File: config.mk
export PLATFORM = sky130hd
export DESIGN_NAME = mem_lsu
export DESIGN_NICKNAME = d
export VERILOG_FILES = /design/src/rtl/mem_lsu.sv
export SDC_FILE = /design/constraint.sdc
export NUM_CORES = 1
export LEC_CHECK = 0
export BUFFER_PORTS_ARGS = -buffer_cell sky130_fd_sc_hd__buf_2
export CAP_MARGIN = 20
export CORE_ASPECT_RATIO = 1.4
export CORE_UTILIZATION = 44
export CTS_BUF_LIST = sky130_fd_sc_hd__clkbuf_16
export CTS_CLUSTER_DIAMETER = 100
export DETAILED_ROUTE_END_ITERATION = 16
export GPL_ROUTABILITY_DRIVEN = 0
export PLACE_DENSITY_LB_ADDON = 0.12
export SLEW_MARGIN = 20
export SYNTH_ARGS = -nofsm -noshare
export SYNTH_HDL_FRONTEND = slang
export SYNTH_SLANG_ARGS = --single-unit
File: constraint.sdc
create_clock -name clk -period 2.15 [get_ports clk]
set_input_delay 0.3225 -clock clk [delete_from_list [all_inputs] [get_ports clk]]
set_output_delay 0.3225 -clock clk [all_outputs]
set_load 0.01 [all_outputs]
File: src/rtl/mem_lsu.sv
// MEM-stage load/store unit: store strobes/enables, load lane extract+extend, MEM/WB register.
// Store write is combinational toward the memory; load data and exceptions register after 1 cycle.
// stall holds the MEM/WB register and blocks the store; flush kills the instruction.
module mem_lsu #(
    parameter int DM_WORDS = 3072
) (
    input  logic        clk,
    input  logic        rst,
    input  logic        stall,
    input  logic        flush,
    input  logic        valid_i,
    input  logic [2:0]  op_i,
    input  logic        is_sw_i,
    input  logic [31:0] addr_i,
    input  logic [31:0] wdata_i,
    input  logic [31:0] dm_dout,
    output logic [11:0] dm_addr,
    output logic [3:0]  dm_be,
    output logic [31:0] dm_din,
    output logic        dm_we,
    output logic [31:0] rdata_o,
    output logic        valid_o,
    output logic [1:0]  exc_o,
    output logic [31:0] badaddr_o
);

    localparam logic [2:0] OP_LB  = 3'd1;
    localparam logic [2:0] OP_LBU = 3'd2;
    localparam logic [2:0] OP_LH  = 3'd3;
    localparam logic [2:0] OP_LHU = 3'd4;
    localparam logic [2:0] OP_LW  = 3'd5;
    localparam logic [2:0] OP_SB  = 3'd6;
    localparam logic [2:0] OP_SH  = 3'd7;

    localparam logic [1:0] EXC_NONE = 2'd0;
    localparam logic [1:0] EXC_ADEL = 2'd1;
    localparam logic [1:0] EXC_ADES = 2'd2;
    localparam logic [1:0] EXC_OOR  = 2'd3;

    localparam logic [31:0] DM_LIMIT = 32'(DM_WORDS);

    logic        is_load;
    logic        is_store;
    logic        sz_byte;
    logic        sz_half;
    logic        misalign;
    logic        out_of_range;
    logic [1:0]  exc;
    logic [3:0]  be;
    logic [7:0]  lane_b;
    logic [15:0] lane_h;
    logic [31:0] ld_data;

    assign dm_addr = addr_i[13:2];
    assign dm_din  = wdata_i;

    // Decode operation class and access size; is_sw_i wins over op_i.
    always_comb begin
        is_load  = 1'b0;
        is_store = 1'b0;
        sz_byte  = 1'b0;
        sz_half  = 1'b0;
        if (is_sw_i) begin
            is_store = 1'b1;
        end else begin
            case (op_i)
                OP_LB, OP_LBU: begin is_load  = 1'b1; sz_byte = 1'b1; end
                OP_LH, OP_LHU: begin is_load  = 1'b1; sz_half = 1'b1; end
                OP_LW:         begin is_load  = 1'b1;                 end
                OP_SB:         begin is_store = 1'b1; sz_byte = 1'b1; end
                OP_SH:         begin is_store = 1'b1; sz_half = 1'b1; end
                default:       ;
            endcase
        end
    end

    // Address checks; misalignment outranks the range fault.
    always_comb begin
        misalign     = sz_byte ? 1'b0 : (sz_half ? addr_i[0] : (addr_i[1:0] != 2'b00));
        out_of_range = (addr_i[31:14] != 18'd0) || ({20'd0, addr_i[13:2]} >= DM_LIMIT);
        exc          = EXC_NONE;
        if (valid_i && (is_load || is_store)) begin
            if (misalign)
                exc = is_store ? EXC_ADES : EXC_ADEL;
            else if (out_of_range)
                exc = EXC_OOR;
        end
    end

    // Byte enables for the store size; gated to zero whenever no write fires.
    always_comb begin
        be = 4'b0000;
        if (sz_byte)
            be = 4'b0001 << addr_i[1:0];
        else if (sz_half)
            be = addr_i[1] ? 4'b1100 : 4'b0011;
        else
            be = 4'b1111;
        dm_we = valid_i && is_store && !stall && !flush && !rst && (exc == EXC_NONE);
        dm_be = dm_we ? be : 4'b0000;
    end

    // Little-endian lane select followed by sign or zero extension.
    always_comb begin
        lane_h = addr_i[1] ? dm_dout[31:16] : dm_dout[15:0];
        case (addr_i[1:0])
            2'd0:    lane_b = dm_dout[7:0];
            2'd1:    lane_b = dm_dout[15:8];
            2'd2:    lane_b = dm_dout[23:16];
            default: lane_b = dm_dout[31:24];
        endcase
        ld_data = 32'd0;
        if (is_load) begin
            case (op_i)
                OP_LB:   ld_data = {{24{lane_b[7]}}, lane_b};
                OP_LBU:  ld_data = {24'd0, lane_b};
                OP_LH:   ld_data = {{16{lane_h[15]}}, lane_h};
                OP_LHU:  ld_data = {16'd0, lane_h};
                default: ld_data = dm_dout;
            endcase
        end
    end

    // MEM/WB register: reset clears, stall holds, flush inserts a bubble.
    always_ff @(posedge clk) begin
        if (rst) begin
            valid_o   <= 1'b0;
            rdata_o   <= 32'd0;
            exc_o     <= EXC_NONE;
            badaddr_o <= 32'd0;
        end else if (!stall) begin
            if (flush) begin
                valid_o   <= 1'b0;
                rdata_o   <= 32'd0;
                exc_o     <= EXC_NONE;
                badaddr_o <= 32'd0;
            end else begin
                valid_o   <= valid_i;
                rdata_o   <= (valid_i && is_load) ? ld_data : 32'd0;
                exc_o     <= exc;
                badaddr_o <= (exc != EXC_NONE) ? addr_i : 32'd0;
            end
        end
    end

endmodule

---- After elaboration in Yosys (flattened, before gate mapping) ----
Index checks and enable logic that the tools add are counted.
storage, ports and cells
  input bits .............................. 105
  word-level logic and storage cells ...... 64
  output and inout port bits .............. 116
  register bits ........................... 67
cells by class
  order comparisons ....................... 1
  eq/ne operators ......................... 9
  muxes and demuxes ....................... 28
  shift operators ......................... 1
  reductions and logical operators ........ 21
operators by type and width
  cell                                                       count
  2-to-1 mux 32 bit                                          5
  one-hot mux 32 bit (4 select lines)                        1
  one-hot mux 8 bit (3 select lines)                         1
  nonzero test 18 bit                                        1
  2-to-1 mux 16 bit                                          1
  2-to-1 mux 4 bit                                           4
  equality test 3 bit, second input constant                 4
  greater-or-equal comparator 12 bit, second input constant  1
  2-to-1 mux 1 bit                                           11
  2-to-1 mux 2 bit                                           5
  logical AND 1 bit                                          7
  equality test 3 x 2 -> 1 bit, second input constant        2
  OR reduction 3 bit                                         2
  OR reduction 5 bit                                         1
  zero test 2 bit                                            2
  nonzero test 2 bit                                         2
  << shifter 1 x 2 -> 4 bit, first input constant            1
  equality test 3 x 1 -> 1 bit, second input constant        1
  zero test 1 bit                                            3
  equality test 2 x 1 -> 1 bit, second input constant        1
  equality test 2 bit, second input constant                 1
  logical OR 1 bit                                           2
  OR reduction 2 bit                                         1

---- Logic depth before layout (Yosys ltp) ----
  word-level depth ........................ 11
  mapped depth ............................ 6
  gate-level depth less buffers ........... 4

---- Worst setup path before layout ----
Ideal clock, no wire load.
  path kind ............................... input port to output port
  start point ............................. in addr_i[0]
  end point ............................... out dm_be[1]
  setup slack ............................. -55 ps
  arrival ................................. 1882 ps
  path buffers ............................ 2
  required time ........................... 1827 ps
  stages .................................. 6
  cell sequence ........................... buf_6 or3b_1 a31oi_1 o2111ai_1 buf_2 a2111oi_1
between the ends
  word-level cells in the longest chain between the ends .. 8
  elaborated cells on any way between the ends .. 10
  classes of those cells .................. shift (1); mux (6); reduce/logical (3)
ends and longest elaborated chain
  item                            line  text
  start: declaration              14    input logic [31:0] addr_i,
  nonzero test 2 bit              79    misalign = sz_byte ? 1'b0 : (sz_half ? addr_i[0] : (addr_i[1:0] != 2'b00));
  2-to-1 mux 1 bit (2 in series)  79
  2-to-1 mux 2 bit                83    if (misalign)
  2-to-1 mux 2 bit                82    if (valid_i && (is_load || is_store)) begin
  zero test 2 bit                 99    dm_we = valid_i && is_store && !stall && !flush && !rst && (exc == EXC_NONE);
  logical AND 1 bit               99
  2-to-1 mux 4 bit (*)            100   dm_be = dm_we ? be : 4'b0000;
  end: declaration                18    output logic [3:0] dm_be,
Every way passes the cells marked *; elsewhere a longest branch is shown, timed or not.

---- Final worst setup path ----
  start point ............................. in op_i[1]
  end point ............................... out dm_be[0]
between the ends
  word-level cells in the longest chain between the ends .. 11
  elaborated cells on any way between the ends .. 35
  classes of those cells .................. eq/ne (7); mux (16); reduce/logical (12)
ends and longest elaborated chain
  item                                                                 line  text
  start: declaration                                                   12    input logic [2:0] op_i,
  equality test 3 bit or equality test 3 x 2 -> 1 bit (tied branches)  66    case (op_i)
  OR reduction 3 bit (no source line)                                  n/a
  2-to-1 mux 1 bit                                                     66
  2-to-1 mux 1 bit                                                     63    if (is_sw_i) begin
  2-to-1 mux 1 bit (2 in series)                                       79
  2-to-1 mux 2 bit                                                     83
  2-to-1 mux 2 bit                                                     82
  zero test 2 bit                                                      99
  logical AND 1 bit                                                    99
  2-to-1 mux 4 bit (*)                                                 100
Marked as above.

==> results by group <==
Yosys
  – Mapped cell area: 0.00362 mm^2
  – Count of warnings emitted by yosys: 0
  – Most area-consuming cells after synthesis: sky130_fd_sc_hd__dfxtp_1 37%, sky130_fd_sc_hd__buf_4 9.5%, sky130_fd_sc_hd__a22o_1 8.5%, sky130_fd_sc_hd__a32o_1 6.6%, sky130_fd_sc_hd__mux4_2 5.0%
  – Mean post-synth cell area: 9.83 um^2
  – Nets in the synthesized netlist: 473
  – Cell taking the most area after synthesis: sky130_fd_sc_hd__dfxtp_1
  – Count of different cell masters after synthesis: 51
  – Top FF cell, synth: sky130_fd_sc_hd__dfxtp_1
  – Synth Instances: 368
  – Post-synth EDFFs: 0
  – Area share of the largest cell type after synthesis: 37.1%
  – Post-synthesis sequential element count: 67
  – Ys async rst share: 0%
  – Sequential cell area fraction in the yosys report: 37.1%

Layout
  – Ratio of cells with drive above 1 in the final layout: 44.2%
  – Antenna cells: 0
  – Growth of design area from synthesis to finish: 27.6%
  – Filler cell count: 740
  – Final design utilization: 58.8%
  – Layout Nets: 591

Drt
  – Antenna Nets Post-Route: 0
  – DRC Markers: 0
  – Average routed wire per standard cell: 16.6 um
  – Routed wire length: 9820 um
  – Iter 0 DRT Violations: 140
  – Total number of vias: 3355
  – Detailed-router iteration count before antenna repair: 4
  – Per-cell via count in the routed design: 5.68

Power
  – Sw frac: 26.0%
  – Net Switching: 0.784 mW
  – Leakage: 2.09 nW
  – Fraction of power consumed by the clock network: 42.5%
  – Internal power of the cells: 2.24 mW
  – Part of the total power dissipated in combinational logic: 15.2%
  – Sequential cell fraction of total power: 42.3%
  – Power density over the cells: 654 mW/mm^2
  – Worst voltage drop across the vdd grid: 0.398 mV

Worst setup path
  – Logic depth of the worst setup path including buffers: 6
  – Category of the most critical setup path: input pin to primary output
  – Launching element type of the critical path: input pin
  – Cell type with the highest occurrence count on the critical path: sky130_fd_sc_hd__buf_2
  – Required time of the critical path: 1830 ps
  – Cells along the critical path: buf_2, or3b_1, a31oi_4, o2111ai_4, a2111oi_2, buf_2
  – Cell family contributing the most delay on the critical path: compound AO/OA/AOI/OAI gates
  – Cell type of the slowest stage on the worst timing path: sky130_fd_sc_hd__or3b_1
  – Worst-path fanout max: 7
  – Worst Setup End Kind: primary output
  – Count of cells along the worst register-to-register path: 1
  – R2R setup slack: 1520 ps
  – Data arrival, critical path: 1770 ps
  – CP bufs+invs: 2
  – Worst stage delay on the critical path: 410 ps

Global route
  – Initial antenna violation count: 0
  – Global route overflow: 0
  – Maximum number of pins on one net before global-route repair: 67
  – First-pass GRT wire length: 15400 um
  – Number of global-route vias before repair: 3139
  – Total track usage: 23.1%

Timing
  – Final clock period utilization by the worst path: 97.3%
  – Finish-stage setup viols: 0
  – Number of max-slew violations in the final report: 0
  – Min cycle time layout: 2090 ps
  – Count of final hold-check violations: 0
  – Maximum clock rate: 478 MHz
  – Worst hold margin: 211 ps
  – Max_slew headroom: 59.4%
  – Unrepaired setup endpoints after global routing: yes
  – Actual transition at the worst max-transition pin: 609 ps
  – Setup total negative slack: 0 ps
  – Maximum clock skew at final layout: 0 ps

CTS
  – Root Buffer: sky130_fd_sc_hd__clkbuf_16
  – Count of clock tree sinks: 67
  – Clk_lat worst skew: 330 ps
  – Number of clock buffers inserted by TritonCTS: 9
  – Htree depth: 3
  – Number of buffers on the longest clock path: 2
  – Clock Pin Slew Worst Setup and Hold Paths: 50 ps
  – Hold-fix buffers, CTS: 0
  – TritonCTS clock tree: yes

Floorplan
  – Standard-cell rows: 38
  – Die Wd: 78.6 um
  – Top-Level Pins: 221
  – Die Footprint: 0.00859 mm^2
  – Core Region: 0.00785 mm^2
  – Initial Utilization: 46.1%
  – Die height: 109 um

Run status
  – Outcome: finished, final reports clean

Hold path
  – Type of the worst min-delay path: input pin to flop
  – Worst Hold Path Cells: 2

Run
  – Total of max-cap violations: 0

Placement
  – Detailed placement HPWL: 7320 um
  – Port Buffer Count: 156
[registers in the layout, indices dropped and copies added, names as in the netlist]
register,flops
valid_o,1
badaddr_o,32
rdata_o,32
exc_o,2
[metal layers]
metal / wire, um / GRT usage, %
met1: 4210 / 28.6
met2: 4690 / 36.6
met3: 576 / 5.19
met4: 339 / 13.8
met5: 0 / 0
[layout by cell type (no fill, tap or decap), drive strengths merged, types with 7 or more instances in the layout]
master     n
o2bb2ai    8
o21ai     20
a211oi     8
a21oi      8
mux2i     11
nand2     17
buf      183
clkbuf     9
or3        7
dfxtp     67
a32o      24
o311ai     7
a22o      35
nand2b    17
mux4       8
[cells by family (layout without fill, tap and decap cells)]
| kind of cell | after synthesis | after routing | synth area share, % |
|---|---|---|---|
| AOI/OAI and AO/OA | 128 | 128 | 29.3 |
| xor gates and xnor gates | 2 | 2 | 0.484 |
| buffers and inverters | 81 | 204 | 14.0 |
| DFF | 67 | 67 | 37.1 |
| muxes | 19 | 19 | 8.02 |
| and+or+nand+nor | 71 | 71 | 11.2 |
[stage by stage]
step | setup slack (ps) | cell area, um^2 | cells | power [mW]
5_1_grt | -8.53 | 4620 | 591 | 3.15
2_1_floorplan | -54.7 | 3620 | 368 | 1.63
6_report | 57.3 | 4620 | 591 | 3.02
3_3_place_gp | -49.4 | 4290 | 575 | 1.74
3_5_place_dp | -182 | 4290 | 575 | 1.75
4_1_cts | 6.82 | 4590 | 591 | 3.04
[power groups by stage]
stage	Sequential (mW)	Clock, mW	Combinational (mW)
after floorplan	1.31	0	0.312
after global placement	1.30	0	0.438
after detailed placement	1.30	0	0.444
after CTS	1.28	1.31	0.454
after global routing	1.28	1.38	0.499
final	1.28	1.28	0.459
[cell type report]
class / instances / area [um^2] / area share (%)
clock inverters: 7 / 36.3 / 0.786
flip-flops and latches: 67 / 1340 / 29.1
well taps: 100 / 125 / 2.71
multi-input cells: 220 / 1840 / 40.0
repair buffers: 183 / 1020 / 22.2
clock buffers: 9 / 225 / 4.88
inverters: 5 / 18.8 / 0.407
[final timing paths]
check,start,end
min reg2reg,rdata_o[6],rdata_o[6]
max,op_i[1],dm_be[0]
max reg2reg,rdata_o[14],rdata_o[14]
min,addr_i[29],badaddr_o[29]
[timing repair]
action,CTS,global route
gates cloned,0,0
resized for setup,7,5
endpoints found under the setup margin,4,4
buffers inserted,0,0
pin swaps,7,1
[synth_stat cells (2+ instances only)]
master and number:
sky130_fd_sc_hd__a2111oi_1 2, sky130_fd_sc_hd__a211oi_1 8, sky130_fd_sc_hd__a21oi_1 7, sky130_fd_sc_hd__a22o_1 35
sky130_fd_sc_hd__a32o_1 24, sky130_fd_sc_hd__and2_1 3, sky130_fd_sc_hd__buf_2 11, sky130_fd_sc_hd__buf_4 46
sky130_fd_sc_hd__buf_6 2, sky130_fd_sc_hd__clkbuf_1 16, sky130_fd_sc_hd__dfxtp_1 67, sky130_fd_sc_hd__inv_1 4
sky130_fd_sc_hd__mux2i_1 11, sky130_fd_sc_hd__mux4_2 8, sky130_fd_sc_hd__nand2_1 17, sky130_fd_sc_hd__nand2b_1 17
sky130_fd_sc_hd__nor2_1 5, sky130_fd_sc_hd__nor2b_1 3, sky130_fd_sc_hd__nor3_1 4, sky130_fd_sc_hd__nor3b_1 3
sky130_fd_sc_hd__nor4_1 4, sky130_fd_sc_hd__o211ai_1 2, sky130_fd_sc_hd__o21a_1 3, sky130_fd_sc_hd__o21ai_0 13
sky130_fd_sc_hd__o21ai_1 7, sky130_fd_sc_hd__o2bb2ai_1 8, sky130_fd_sc_hd__o311ai_1 7, sky130_fd_sc_hd__or3_1 7
sky130_fd_sc_hd__or3b_1 2
Power figures use the tool's default switching activity.
